--- src/rtl/lmmi_cfg_readback.sv ---
// LMMI read-back initiator: scans a contiguous range of hard-IP configuration
// registers and streams each (offset, data) pair through a valid/ready port.
module lmmi_cfg_readback #(
  parameter int AW    = 8,
  parameter int DW    = 8,
  parameter int TMO_W = 8
) (
  input  logic          clk,
  input  logic          rst_n,
  input  logic          start,
  input  logic [AW-1:0] base_offset,
  input  logic [AW:0]   count,
  output logic          busy,
  output logic          done,
  output logic          timeout_err,
  output logic          lmmi_request,
  output logic          lmmi_wr_rdn,
  output logic [AW-1:0] lmmi_offset,
  output logic [DW-1:0] lmmi_wdata,
  input  logic          lmmi_ready,
  input  logic [DW-1:0] lmmi_rdata,
  input  logic          lmmi_rdata_valid,
  output logic          rb_valid,
  input  logic          rb_ready,
  output logic [AW-1:0] rb_offset,
  output logic [DW-1:0] rb_data
);

  typedef enum logic [2:0] {S_IDLE, S_REQ, S_WAIT, S_OUT, S_FIN} state_t;

  // Last idle WAIT count before the read is abandoned (2**TMO_W-1 idle cycles).
  localparam logic [TMO_W-1:0] C_TMO_LAST = {{(TMO_W-1){1'b1}}, 1'b0};

  state_t           r_state;
  logic [AW-1:0]    r_offset;
  logic [AW:0]      r_rem;
  logic [TMO_W-1:0] r_tmo;
  logic             r_hit;
  logic [DW-1:0]    r_rb_data;
  logic             r_rb_valid;
  logic             r_req;
  logic             r_busy;
  logic             r_done;
  logic             r_tmo_err;

  always_ff @(posedge clk or negedge rst_n) begin
    if (!rst_n) begin
      r_state    <= S_IDLE;
      r_offset   <= '0;
      r_rem      <= '0;
      r_tmo      <= '0;
      r_hit      <= 1'b0;
      r_rb_data  <= '0;
      r_rb_valid <= 1'b0;
      r_req      <= 1'b0;
      r_busy     <= 1'b0;
      r_done     <= 1'b0;
      r_tmo_err  <= 1'b0;
    end else begin
      r_done <= 1'b0;
      case (r_state)
        S_IDLE: begin
          if (start) begin
            r_offset  <= base_offset;
            r_rem     <= count;
            r_tmo_err <= 1'b0;
            r_busy    <= 1'b1;
            if (count == '0) begin
              r_state <= S_FIN;
            end else begin
              r_state <= S_REQ;
              r_req   <= 1'b1;
            end
          end
        end
        S_REQ: begin
          // A zero-wait target may return data together with ready; keep it.
          if (lmmi_ready) begin
            r_req   <= 1'b0;
            r_tmo   <= '0;
            r_hit   <= lmmi_rdata_valid;
            r_state <= S_WAIT;
            if (lmmi_rdata_valid) r_rb_data <= lmmi_rdata;
          end
        end
        S_WAIT: begin
          if (r_hit || lmmi_rdata_valid) begin
            if (!r_hit) r_rb_data <= lmmi_rdata;
            r_hit      <= 1'b0;
            r_rb_valid <= 1'b1;
            r_state    <= S_OUT;
          end else if (r_tmo == C_TMO_LAST) begin
            r_rb_data  <= '1;
            r_tmo_err  <= 1'b1;
            r_rb_valid <= 1'b1;
            r_state    <= S_OUT;
          end else begin
            r_tmo <= r_tmo + TMO_W'(1);
          end
        end
        S_OUT: begin
          if (rb_ready) begin
            r_rb_valid <= 1'b0;
            r_offset   <= r_offset + AW'(1);
            r_rem      <= r_rem - (AW+1)'(1);
            if (r_rem == (AW+1)'(1)) begin
              r_state <= S_FIN;
            end else begin
              r_state <= S_REQ;
              r_req   <= 1'b1;
            end
          end
        end
        S_FIN: begin
          r_done  <= 1'b1;
          r_busy  <= 1'b0;
          r_state <= S_IDLE;
        end
        default: r_state <= S_IDLE;
      endcase
    end
  end

  assign busy         = r_busy;
  assign done         = r_done;
  assign timeout_err  = r_tmo_err;
  assign lmmi_request = r_req;
  assign lmmi_wr_rdn  = 1'b0;
  assign lmmi_offset  = r_offset;
  assign lmmi_wdata   = '0;
  assign rb_valid     = r_rb_valid;
  assign rb_offset    = r_offset;
  assign rb_data      = r_rb_data;

endmodule

--- config.mk ---
export PLATFORM = sky130hd
export DESIGN_NAME = lmmi_cfg_readback
export DESIGN_NICKNAME = d
export VERILOG_FILES = /design/src/rtl/lmmi_cfg_readback.sv
export SDC_FILE = /design/constraint.sdc
export NUM_CORES = 1
export LEC_CHECK = 0
export CORE_MARGIN = 1.5
export CORE_UTILIZATION = 40
export CTS_CLUSTER_SIZE = 12
export DETAILED_ROUTE_END_ITERATION = 7
export GPL_ROUTABILITY_DRIVEN = 0
export PLACE_DENSITY = 0.68
export SLEW_MARGIN = 20
export SYNTH_ARGS = -nofsm -noshare
export SYNTH_HDL_FRONTEND = slang
export SYNTH_SLANG_ARGS = --single-unit
--- constraint.sdc ---
create_clock -name clk -period 5.3 [get_ports clk]
set_clock_uncertainty 0.2 [all_clocks]
set_input_delay 1.06 -clock clk [delete_from_list [all_inputs] [get_ports clk]]
set_output_delay 1.06 -clock clk [all_outputs]
set_load 0.005 [all_outputs]
==> results by group <==
Die
  – Die X: 82.1 um
  – Starting Density: 0.418
  – Io pins: 69
  – Row count: 28
  – Chip Height: 82.1 um
  – Core area: 5990 um^2
  – Die area: 6740 um^2

Placement
  – Area after DPL: 3040 um^2
  – Post-DP HPWL: 3.93 mm
  – Post-Place Cells: 394
  – Port Buf Inserts: 59

Yosys
  – Cells after Synth: 282
  – Synth Area per Inst: 8.87 um^2
  – Area of the mapped netlist: 2500 um^2
  – Yosys top cell by area: dfrtp_1
  – Post-synthesis sequential area ratio: 0.420
  – Yosys warning count: 0
  – Most common flop cell mapped by yosys: dfrtp_1
  – Distinct cells, synth: 50
  – Asr flop ratio synth: 1.00
  – Yosys reg bits: 42
  – EDFF count, synth: 0
  – Synth area leaders: dfrtp_1 42%, buf_4 5.4%, mux2i_1 4.8%, o21ai_0 4.4%, nor2_1 3.9%
  – Count leader, synth: dfrtp_1
  – Top-area cell type share of the netlist area: 0.420
  – Top post-synthesis cells by count: 42 x dfrtp_1, 26 x nor2_1, 22 x nand2_1, 22 x o21ai_0

Setup path
  – CP arrival: 2890 ps
  – CP Max Fanout: 8
  – Worst R2R Setup Slack: 2850 ps
  – WS Path Type: input port to flip-flop
  – Most used cell, CP: or4_1
  – Crit Reg-Reg Endpoint: r_tmo[7]
  – CP peak stage delay: 660 ps
  – CP Launch Type: input port
  – Crit-path slowest cell: or4_1
  – CP Capture Type: flip-flop
  – Critical path, cell by cell: clkdlybuf4s50_1 > or4_1 > or4_1 > a21oi_1
  – End point of the critical path: r_tmo[7]
  – Critical Path Start: lmmi_rdata_valid
  – Critical R2R Launch: r_state[1]
  – Worst R2R Path Depth: 4
  – Worst EP required: 5330 ps

Pwr
  – Lkg Pwr: 1.32 nW
  – Pwr dens: 484 nW/um^2
  – VDD IR max: 0.218 mV

Finish
  – Antenna cell count: 0
  – P&R area growth vs syn: 25.2%
  – Fin cells: 402
  – Cell area after layout: 3130 um^2
  – Share of layout cells above drive strength 1: 0.0489
  – Nets@finish: 362
  – Layout filler cell count: 604

Clock network
  – Htree depth: 2
  – Clock buffer count from CTS: 5
  – CTS Hold Buffers Added: 0
  – Root buffer cell: clkbuf_8
  – CTS Sinks: 42
  – CTS Buffer Depth: 2
  – Setup Fix Bufs, Post-CTS: 0
  – CTS resizes: 0
  – CTS tree: built
  – Clock-pin slew on the worst setup and hold paths: 80 ps
  – Worst-Skew Late Latency: 300 ps

STA
  – Final-report setup violation count: 0
  – Final min period: 2870 ps
  – Setup TNS: 0 ps
  – Max-slew headroom: 0.376
  – Worst-Margin Slew: 936 ps
  – RSZ-0062 raised after global routing: false
  – Fmax: 349 MHz
  – Final hold vios: 0
  – Tcrit/Tclk final: 0.541
  – Max-slew violations: 0

GRT
  – GRT Util Overall: 0.175
  – Overflow after GRT: 0
  – Initial antenna violation count: 0
  – First-pass GRT wire length: 9.04 mm
  – Vias in the first global route: 1942
  – Largest net degree at the start of global routing: 43

Status
  – Status: finished clean

Detailed routing
  – Pre-antenna DRT Iters: 4
  – Drt wl/cell: 13.9 um
  – Vias per std cell: 5.43
  – Iter 0 DRT Violations: 123
  – Final WL: 5.57 mm
  – Vias: 2183
  – Post-route ant nets: 0
  – # DRC: 0

Flow run
  – Max-Cap Viols: 0

Hold path
  – Worst Hold Class: flip-flop to flip-flop
per-layer routing:
metal	global-route usage	share of wire	vias to the layer above	wire length [um]
met2	0.286	0.48	65	2670
met5	0	0	-	0
met3	0.0400	0.052	5	290
met1	0.232	0.46	1039	2550
li1	-	-	1074	-
met4	0.0458	0.0088	0	49
report_power, final:
group / internal, mW / total (mW) / switching, mW
clock network: 0.0926 / 0.211 / 0.118
registers: 0.438 / 0.565 / 0.128
logic: 0.389 / 0.738 / 0.348
total: 0.920 / 1.51 / 0.594
worst max-delay path: cells and delay by family:
family	cells	cell delay [ps]
AND/OR/NAND/NOR	2	1210
buffers and inverters	1	470
AO/OA/AOI/OAI	1	150
metrics by stage:
step                total power [mW]   util  hold WS (ps)  worst slack, ps
global route                    1.64  0.523           338             2360
CTS                             1.53  0.523           327             2430
detailed placement              1.31  0.508           300             2110
global placement                1.30  0.508           285             2150
floorplan                       1.03      -           271             2700
finish                          1.51  0.523           317             2430
flip-flops by register name, indices dropped and copies added (netlist names):
name / count
r_tmo: 8
busy: 1
lmmi_offset: 8
r_rem: 9
done: 1
lmmi_request: 1
rb_valid: 1
r_hit: 1
r_state: 3
rb_data: 8
timeout_err: 1
worst min path at each step:
stage                     slack, ps      endpoint  cells past startpoint    startpoint
after floorplan                 270      r_rem[7]                      2      r_rem[7]
after global placement          280   timeout_err                      2   timeout_err
after detailed placement        300  lmmi_request                      1  lmmi_request
after CTS                       330  lmmi_request                      1  lmmi_request
after global routing            340  lmmi_request                      1  lmmi_request
final                           320  lmmi_request                      1  lmmi_request
logic make-up after synthesis:
kind of cell / after synthesis / share of synthesized area
mux: 13 / 0.0525
flops: 42 / 0.420
simple gates: 95 / 0.194
fa+ha+maj: 5 / 0.0250
compound gates: 77 / 0.205
buf+inv: 49 / 0.102
other cells: 1 / 0.00150
cell usage in the layout (no fill, tap or decap), types with 3 or more instances in the layout:
cell type / synthesis / routed
a21oi_1: 18 / 18
a2bb2oi_1: 4 / 4
o2bb2ai_1: 4 / 4
a31oi_1: 3 / 3
nand2_1: 22 / 22
nand3_1: 9 / 9
a22oi_1: 6 / 6
nor3_1: 5 / 5
clkdlybuf4s50_1: 0 / 58
conb_1: 1 / 9
ha_1: 5 / 5
nor2_1: 26 / 26
and2_1: 4 / 4
nand4_1: 4 / 4
o21ai_0: 22 / 22
o22ai_1: 3 / 3
mux2i_1: 12 / 12
nand2b_1: 3 / 3
clkbuf_8: 0 / 5
inv_1: 17 / 17
or4_1: 4 / 4
and3_1: 5 / 5
dfrtp_1: 42 / 42
area by class of cell:
type                            count  area [um^2]  share of cell area
Multi-Input combinational cell    199         1230               0.393
Sequential cell                    42         1050               0.336
Clock buffer                        5         68.8              0.0220
Tap cell                           75         93.8              0.0300
Timing Repair Buffer               61          601               0.192
Clock inverter                      3         21.3             0.00679
Inverter                           17         63.8              0.0204
Power figures use the tool's default switching activity.
